## src/rtl/cpc_ram_bank_ctrl.sv

```systemverilog
// cpc_ram_bank_ctrl: banking controller for the CPC 512K RAM expansion.
// It qualifies Z80 I/O writes to the gate-array RAM config port and
// commits each write exactly once. It also decodes each memory access
// to the expansion SRAM.
// Ports: CLK, RESET (sync, active high), A15, A14, D[7:0], IOREQ_B,
// WR_B, M1_B, MREQ_B in; RAMDIS, ramcs_b, ram_adr_hi, cfg_q, cfg_wr out.
module cpc_ram_bank_ctrl #(
   parameter int BANK_BITS   = 3,
   parameter int QUAL_CYCLES = 2
) (
   input  logic                 CLK,
   input  logic                 RESET,
   input  logic                 A15,
   input  logic                 A14,
   input  logic [7:0]           D,
   input  logic                 IOREQ_B,
   input  logic                 WR_B,
   input  logic                 M1_B,
   input  logic                 MREQ_B,
   output logic                 RAMDIS,
   output logic                 ramcs_b,
   output logic [BANK_BITS+1:0] ram_adr_hi,
   output logic [BANK_BITS+2:0] cfg_q,
   output logic                 cfg_wr
);

   typedef enum logic [1:0] {
      IDLE   = 2'd0,
      QUAL   = 2'd1,
      COMMIT = 2'd2,
      HOLD   = 2'd3
   } state_t;

   localparam logic [2:0] QLAST = 3'(QUAL_CYCLES - 1);

   state_t                 state;
   logic   [2:0]           cnt;
   logic                   hit;
   logic   [2:0]           mode;
   logic   [BANK_BITS-1:0] bank;
   logic   [1:0]           page;
   logic                   ext;
   logic   [1:0]           blk;

   // M1_B high excludes interrupt acknowledge cycles
   assign hit = !IOREQ_B && !WR_B && M1_B && !A15 && D[7] && D[6];

   always_ff @(posedge CLK) begin
      if (RESET) begin
         state  <= IDLE;
         cnt    <= 3'd0;
         cfg_q  <= '0;
         cfg_wr <= 1'b0;
      end else begin
         cfg_wr <= 1'b0;
         unique case (state)
            IDLE: begin
               if (hit) begin
                  if (QUAL_CYCLES == 1) begin
                     state <= COMMIT;
                     cnt   <= 3'd0;
                  end else begin
                     state <= QUAL;
                     cnt   <= 3'd1;
                  end
               end
            end
            QUAL: begin
               if (!hit) begin
                  state <= IDLE;
                  cnt   <= 3'd0;
               end else if (cnt == QLAST) begin
                  state <= COMMIT;
                  cnt   <= 3'd0;
               end else begin
                  cnt <= cnt + 3'd1;
               end
            end
            COMMIT: begin
               cfg_q  <= {D[2+BANK_BITS:3], D[2:0]};
               cfg_wr <= 1'b1;
               state  <= HOLD;
            end
            HOLD: begin
               // one commit per bus cycle, however many wait states
               if (IOREQ_B) state <= IDLE;
            end
            default: state <= IDLE;
         endcase
      end
   end

   assign mode = cfg_q[2:0];
   assign bank = cfg_q[BANK_BITS+2:3];
   assign page = {A15, A14};

   always_comb begin
      ext = 1'b0;
      blk = 2'b00;
      case (mode)
         3'd0: begin
            ext = 1'b0;
         end
         3'd1, 3'd3: begin
            // mode 3 maps page 1 to internal block 3, so not ext there
            ext = (page == 2'd3);
            blk = 2'd3;
         end
         3'd2: begin
            ext = 1'b1;
            blk = page;
         end
         default: begin
            ext = (page == 2'd1);
            blk = mode[1:0];
         end
      endcase
   end

   assign RAMDIS     = ext;
   assign ramcs_b    = !(ext && !MREQ_B);
   assign ram_adr_hi = {bank, (ext ? blk : 2'b00)};

endmodule

```

## config.mk

```make
export PLATFORM = sky130hd
export DESIGN_NAME = cpc_ram_bank_ctrl
export DESIGN_NICKNAME = d
export VERILOG_FILES = /design/src/rtl/cpc_ram_bank_ctrl.sv
export SDC_FILE = /design/constraint.sdc
export NUM_CORES = 1
export LEC_CHECK = 0
export ABC_AREA = 1
export CORE_MARGIN = 1.5
export CORE_UTILIZATION = 38
export DETAILED_ROUTE_END_ITERATION = 7
export GPL_ROUTABILITY_DRIVEN = 0
export GPL_TIMING_DRIVEN = 0
export PLACE_DENSITY = 0.76
export SYNTH_ARGS = -nofsm -noshare
export SYNTH_HDL_FRONTEND = slang
export SYNTH_SLANG_ARGS = --single-unit
```

## constraint.sdc

```tcl
create_clock -name CLK -period 1.1 [get_ports CLK]
set_input_delay 0.11 -clock CLK [delete_from_list [all_inputs] [get_ports CLK]]
set_output_delay 0.11 -clock CLK [all_outputs]
set_load 0.005 [all_outputs]
```

# Word level (Yosys, flattened, before mapping)
# Index checks and enable logic that the tools add are counted.
# W data, S select, Z words.
# totals
output_inout_bits	14
wordCells	47
input_bits	16
reg_bits	12
# op_classes
eq_ne	12
n_mux	13
addsub	1
reduce_logical	17
# op_table
cell	count
$mux W2	5
$mux W3	3
$pmux W2 S4	1
$eq A2 B2 Y1 const B	3
$eq A3 B1 Y1 const B	2
$eq A3 B2 Y1 const B	2
$logic_and A1 B1 Y1	6
$pmux W2 S3	1
$pmux W3 S2	1
$logic_not A1 Y1	5
$eq A2 B1 Y1 const B	2
$ne A2 B2 Y1 const B	2
$add A3 B1 Y3 const B	1
$logic_not A3 Y1	1
$ne A3 B3 Y1 const B	1
$pmux W1 S3	1
$reduce_and A3 Y1	1
$logic_not A2 Y1	1
$reduce_and A2 Y1	1
$reduce_bool A2 Y1	1
$reduce_or A2 Y1	1
$mux W1	1

# Longest topological paths before layout
# Gate-level depths: netlist of the first run.
# depth
word_depth	8
ltp_mapped	8
depth_no_buf	8

# Worst setup path after synthesis of the first run
# No wires, ideal clock.
# synth_path
kind	register to output
from	reg cfg_q[2]
to	out ramcs_b
arrival_ns	0.840
stages_incl_launch_ff	7
required_ns	0.990
slack_ns	0.150
path_buffers	0
cell_sequence	dfxtp_1 inv_1 nand2_1 nand2_1 o211ai_1 nand2_1 nand2_1
# synth_between
elab_chain_cells	5
elab_cells_between_ends	8
cone_classes	eq/ne: 3; mux: 1; reduce/logical: 4
# synth_lines
element	line_no	text
start: declaration	23	output logic [BANK_BITS+2:0] cfg_q,
start signal: assignment	80	cfg_q <= {D[2+BANK_BITS:3], D[2:0]};
$eq A3 B1 Y1 / $eq A3 B2 Y1 (equally long branches)	100	case (mode)
$reduce_or A2 Y1	100	
$pmux W1 S3 *	100	
net RAMDIS	20	output logic RAMDIS,
$logic_and A1 B1 Y1 *	121	assign ramcs_b = !(ext && !MREQ_B);
$logic_not A1 Y1 *	121	
end: declaration	21	output logic ramcs_b,
# Mark *: on every way through the listed nets, which the timed path passes. The rest lies on a longest branch.

# Worst setup path after layout of the first run
# layout_path
from	reg cfg_q[2]
to	out ramcs_b
# layout_between
elab_chain_cells	5
elab_cells_between_ends	8
cone_classes	eq/ne: 3; mux: 1; reduce/logical: 4
# layout_lines
element	line_no
$eq A3 B1 Y1 / $eq A3 B2 Y1 (equally long branches)	100
$reduce_or A2 Y1	100
$pmux W1 S3 *	100
$logic_and A1 B1 Y1 *	121
$logic_not A1 Y1 *	121
# Mark *: on every way between the ends. The rest lies on a longest branch, timed or not.

==> results of run 1 <==
[sequential cells by signal (all words and copies together) (netlist names), named ones only]
register,cells
cfg_wr,1
cnt,3
state,1
cfg_q,6
[cells by family (layout without fill, tap and decap cells)]
group | Yosys count | after routing | share of synthesized area, %
AOI/OAI and AO/OA | 19 | 19 | 16.63
buffers and inverters | 19 | 56 | 13.59
DFF | 12 | 12 | 38.95
and+or+nand+nor | 43 | 43 | 30.83
[area by class of cell]
type | count | area, um2
buffer | 3 | 22.52
tap | 16 | 20.02
sequential | 12 | 249.0
multi-input combinational | 62 | 319.1
fill | 130 | 508.0
inverter | 16 | 61.31
clock buffer | 3 | 22.52
timing repair buffer | 34 | 304.0
[worst reg2reg max path, stage by stage (launching register included)]
cell	delay, ns
dfxtp_2	0.37
inv_2	0.07
nor2_4	0.14
inv_2	0.11
o21ai_1	0.13
a21oi_1	0.05
[synthesized netlist by cell type, drive strengths merged]
| library cell | count | share of area, % |
|---|---|---|
| nand3 | 7 | 5.7 |
| o211ai | 1 | 1.2 |
| o21ai | 9 | 7.3 |
| o22ai | 2 | 2.0 |
| a21oi | 6 | 4.9 |
| nor2 | 18 | 14 |
| clkinv | 1 | 0.81 |
| buf | 3 | 3.7 |
| inv | 15 | 9.1 |
| a22oi | 1 | 1.2 |
| dfxtp | 12 | 39 |
| nand2 | 18 | 11 |
[layer usage]
| layer | global-route usage [%] | vias to the layer above | wire length [um] |
|---|---|---|---|
| li1 | - | 373 | - |
| met1 | 25.33 | 312 | 718 |
| met2 | 31.04 | 16 | 782 |
| met3 | 3.404 | 4 | 75 |
| met4 | 9.091 | 0 | 23 |
| met5 | 0 | - | 0 |
[layout by cell type (no fill, tap or decap), types with 5 or more instances in the layout]
cell and n:
nand3_1 6, o21ai_1 8, dfxtp_2 7, clkdlybuf4s50_1 15, dlygate4sd2_1 8, dfxtp_1 5, a21oi_1 6, nor2_1 14
nand2_1 16, buf_4 8, inv_1 10, inv_2 5
[path summary, 6_finish.rpt]
kind | from | endpoint | slack, ns | depth (start not counted)
hold reg to reg | cnt[1] | cnt[1] | 0.51 | 2
setup reg to reg | flip-flop | cfg_q[0] | 0.13 | 5
setup / recovery | cfg_q[2] | ramcs_b | -0.35 | 8
hold / removal | D[5] | cfg_q[5] | 0.41 | 3
[stage by stage]
stage / utilization (%) / power, mW / setup WS, ns
2_1_floorplan: - / 0.4724 / 0.1498
3_3_place_gp: 61.54 / 0.5397 / -0.5262
3_5_place_dp: 61.54 / 0.5424 / -0.5433
4_1_cts: 65.12 / 0.8031 / -0.2734
5_1_grt: 66.28 / 0.8360 / -0.4806
6_report: 66.28 / 0.8013 / -0.3546
[what timing repair did]
action,in CTS,in global routing
hold buffers,0,0
buffers inserted,5,0
setup endpoints to repair,14,11
pin swaps,1,1
gates resized for setup,37,6
[power groups by stage]
stage / clock (mW) / combinational [mW] / sequential [mW]
6_report: 0.259 / 0.106 / 0.436
5_1_grt: 0.284 / 0.116 / 0.436
4_1_cts: 0.264 / 0.103 / 0.436
3_5_place_dp: 0 / 0.0960 / 0.446
3_3_place_gp: 0 / 0.0934 / 0.446
2_1_floorplan: 0 / 0.0262 / 0.446
==> flow_summary.json, run 1 <==
{
  "first_pass_iters": 4,
  "ant_nets": 0,
  "drive_above_1_share_pct": 28.46,
  "power_frac_seq_pct": 54.4,
  "cts.sinks": 12,
  "cap_violations": 0,
  "root_buffer": "clkbuf_4",
  "avgSynthCellArea_um2": 6.633,
  "gr-total-overflow": 0,
  "initial_core_util_pct": 40.95,
  "fin_skew_ns": 0.0004016,
  "violations": "negative setup slack",
  "leakage_nw": 0.4656,
  "power_frac_clock_pct": 32.4,
  "gr-usage-all-layers_pct": 19.51,
  "path_buf_inv": 3,
  "min_period_over_period_pct": 132.2,
  "htreeDepth": 1,
  "swShare_pct": 21.67,
  "irDropWorstVdd_v": 0.0005454,
  "synth_warnings": 0,
  "vias": 705,
  "internal_power_mw": 0.6276,
  "ys_seq_elements": 12,
  "p_sw_mw": 0.1736,
  "cp.required_ns": 0.99,
  "clock_latency_ns": 0.27,
  "antenna_cells": 0,
  "clock.fmax_mhz": 687.5,
  "cp_top_family": "flip-flops",
  "netlist_instances": 93,
  "grt_max_degree": 10,
  "layout.cells.non_filler": 146,
  "cts_max_path_buffers": 2,
  "critical-path-max-stage-delay_ns": 0.36,
  "critPathMaxFanout": 4,
  "row_count": 14,
  "cts_inserted_buffers": 3,
  "tns_ns": -1.339,
  "die_area_um2": 1874,
  "antenna_found_initial": 0,
  "grt_pass1_vias": 655,
  "viasPerCell": 4.829,
  "core_area_um2": 1506,
  "grt_pass1_wl_um": 2794,
  "setup_viol": 4,
  "totalWireLength_um": 1600,
  "die_h_um": 43.29,
  "synthesis.nets": 109,
  "worstPathArrival_ns": 1.34,
  "synth_cell_types": 16,
  "drc_errors": 0,
  "dp_hpwl_um": 1157,
  "holdCritPathClass": "primary input to flip-flop",
  "slowest_stage": "dfxtp_2",
  "start_kind": "flip-flop",
  "end_kind": "output pin",
  "cts_tree": "yes",
  "finalInstanceArea_um2": 998.5,
  "nets": 148,
  "drt_iter0_markers": 5,
  "clk_pin_slew_ns": 0.07,
  "slew_viol_final": 0,
  "placed_cell_area_um2": 927.1,
  "fin_ws_ns": -0.3546,
  "final-hold-violation-count": 0,
  "status": "finished, violations left",
  "ioPinCount": 30,
  "yosysSeqAreaShare_pct": 38.95,
  "relSlewSlack_pct": 82.65,
  "synthToLayoutAreaGrowth_pct": 61.87,
  "power-per-cell-area_nw_per_um2": 802.5,
  "rsz0062_at_grt": "true",
  "worstMarginPinSlew_ns": 0.2591,
  "whs_ns": 0.4136,
  "period_needed_ns": 1.455,
  "synth_area_um2": 616.8,
  "io_buffer_count": 29,
  "p_comb_share_pct": 13.2,
  "die_w_um": 43.29,
  "wl_per_cell_um": 10.96,
  "dp_cells": 138,
  "crit_type": "flip-flop to output pin",
  "path_cells": "inv_2 -> nand2_2 -> nand2_2 -> o211ai_1 -> nand2_1 -> buf_4 -> nand2_1 -> buf_2"
}
(Power assumes the default switching activity.)
==> run 2: changes to the inputs <==
PLACE_DENSITY = 0.72   (was 0.76)
==> run 2 against run 1 <==
The flow still finishes with violations (negative setup slack). Clock power rose by 2%. Non-clock buffer count fell by 1. Fmax rose by 1.8%. Sequential share of layout area rose by 0.63 points. Die area did not move. Design area fell by 1.0%. Critical path depth fell by 1.
==> flow_summary.json, run 2 (same netlist as run 1, synthesis figures left out) <==
{
  "status": "finished, violations left",
  "critPathMaxFanout": 4,
  "slowest_stage": "dfxtp_2",
  "relSlewSlack_pct": 82.54,
  "antenna_cells": 0,
  "whs_ns": 0.3135,
  "path_buf_inv": 3,
  "grt_max_degree": 10,
  "die_w_um": 43.29,
  "fin_ws_ns": -0.3286,
  "grt_pass1_vias": 642,
  "fin_skew_ns": 0.005289,
  "setup_viol": 4,
  "met2_usage_pct": 28.36,
  "row_count": 14,
  "first_pass_iters": 4,
  "antenna_found_initial": 0,
  "clock.fmax_mhz": 700.0,
  "final-hold-violation-count": 0,
  "rsz0062_at_grt": "true",
  "nets": 147,
  "path_cells": "inv_2 -> nand2_2 -> nand2_1 -> o211ai_1 -> buf_4 -> a22oi_2 -> buf_2",
  "start_kind": "flip-flop",
  "final_common_cell": "nand2_1",
  "cp_top_family": "buffers and inverters",
  "leakage_nw": 0.4680,
  "wl_per_cell_um": 10.98,
  "r2r_slack_ns": 0.11,
  "clk_pin_slew_ns": 0.07,
  "grt_use_met1_pct": 21.00,
  "root_buffer": "clkbuf_4",
  "slew_viol_final": 0,
  "cp.required_ns": 0.99,
  "ioPinCount": 30,
  "io_buffer_count": 29,
  "power-per-cell-area_nw_per_um2": 803.3,
  "ant_nets": 0,
  "drive_above_1_share_pct": 27.91,
  "totalWireLength_um": 1592,
  "cts_inserted_buffers": 3,
  "gr-usage-all-layers_pct": 17.45,
  "synthToLayoutAreaGrowth_pct": 60.24,
  "period_needed_ns": 1.429,
  "vias": 710,
  "largestRegisters": "cfg_q (6), cnt (3)",
  "clock_latency_ns": 0.27,
  "cts.sinks": 12,
  "critical-path-max-stage-delay_ns": 0.34,
  "htreeDepth": 1,
  "cts_hold_buf": 0,
  "die_area_um2": 1874,
  "drc_errors": 0,
  "viasPerCell": 4.897,
  "initial_core_util_pct": 40.95,
  "crit_type": "flip-flop to output pin",
  "drt_iter0_markers": 8,
  "worstMarginPinSlew_ns": 0.2607,
  "grt-busiest-layer": "met2",
  "nFillCells": 140,
  "irDropWorstVdd_v": 0.0007656,
  "min_period_over_period_pct": 129.9,
  "gr-usage-met3_pct": 2.553,
  "violations": "negative setup slack",
  "cts_max_path_buffers": 2,
  "end_kind": "output pin",
  "grt_pass1_wl_um": 2490,
  "cts_tree": "yes",
  "core_area_um2": 1506,
  "cap_violations": 0,
  "layout_common_cells": "17 x nand2_1, 14 x nor2_1, 14 x clkdlybuf4s50_1",
  "gr-total-overflow": 0,
  "dp_slack_ns": -0.5365,
  "largest_register": "cfg_q",
  "largest_register_ffs": 6,
  "dp_hpwl_um": 1109,
  "die_h_um": 43.29,
  "layout.cells.non_filler": 145,
  "holdCritPathClass": "primary input to flip-flop",
  "dp_cells": 138,
  "worstPathArrival_ns": 1.32
}
[run 2: cell count changes in the layout (fill, tap and decap cells not counted), sizes merged]
cell | before | now
dlymetal6s2s | 0 | 1
clkdlybuf4s50 | 15 | 14
buf | 12 | 11
[run 2: path summary, 6_finish.rpt]
check | startpoint | end | cells past startpoint
worst max-delay path | cfg_q[2] | ram_adr_hi[1] | 7
worst min-delay path | A15 | cnt[0] | 4
worst max register to register | state[0] | flip-flop | 6
worst min register to register | cnt[1] | cnt[1] | 2
[run 2: per-stage QoR]
step	util, %	power, mW	area (um2)	TNS [ns]
floorplan	-	0.4724	616.8	0
global placement	61.54	0.5403	927.1	-2.508
detailed placement	61.54	0.5409	927.1	-2.542
CTS	64.87	0.7915	977.2	-0.9505
global route	65.61	0.8380	988.4	-1.358
finish	65.61	0.7941	988.4	-1.039
[run 2: power breakdown]
part	internal [mW]	total, mW	leakage [nW]	switching [mW]
registers	0.432	0.434	0.101	0.00140
clock network	0.127	0.265	0.0138	0.138
logic	0.0598	0.0953	0.353	0.0355
total	0.619	0.794	0.468	0.175
[run 2: worst min-delay path: stages]
cell and delay (ns):
dlymetal6s2s_1 0.16, nor2_2 0.06, nand3_1 0.12, a21oi_1 0.08
[run 2: what timing repair did]
item / in CTS / in global routing
hold endpoints to repair: 0 / 0
resized for setup: 38 / 6
endpoints found under the setup margin: 14 / 9
buffers inserted: 4 / 0
pin swaps: 3 / 2
[run 2: area by class of cell]
class / instances / area [um2] / share of cell area, %
plain buffers: 3 / 22.52 / 2.278
repair buffers: 33 / 292.8 / 29.62
inverters: 16 / 61.31 / 6.203
flip-flops and latches: 12 / 252.7 / 25.57
multi-input cells: 62 / 316.6 / 32.03
clock buffers: 3 / 22.52 / 2.278
well taps: 16 / 20.02 / 2.025
[run 2: metal layers]
| layer | vias up | part of all wire, % |
|---|---|---|
| li1 | 365 | - |
| met1 | 324 | 45 |
| met2 | 16 | 49 |
| met3 | 5 | 4.0 |
| met4 | 0 | 1.9 |
| met5 | - | 0 |
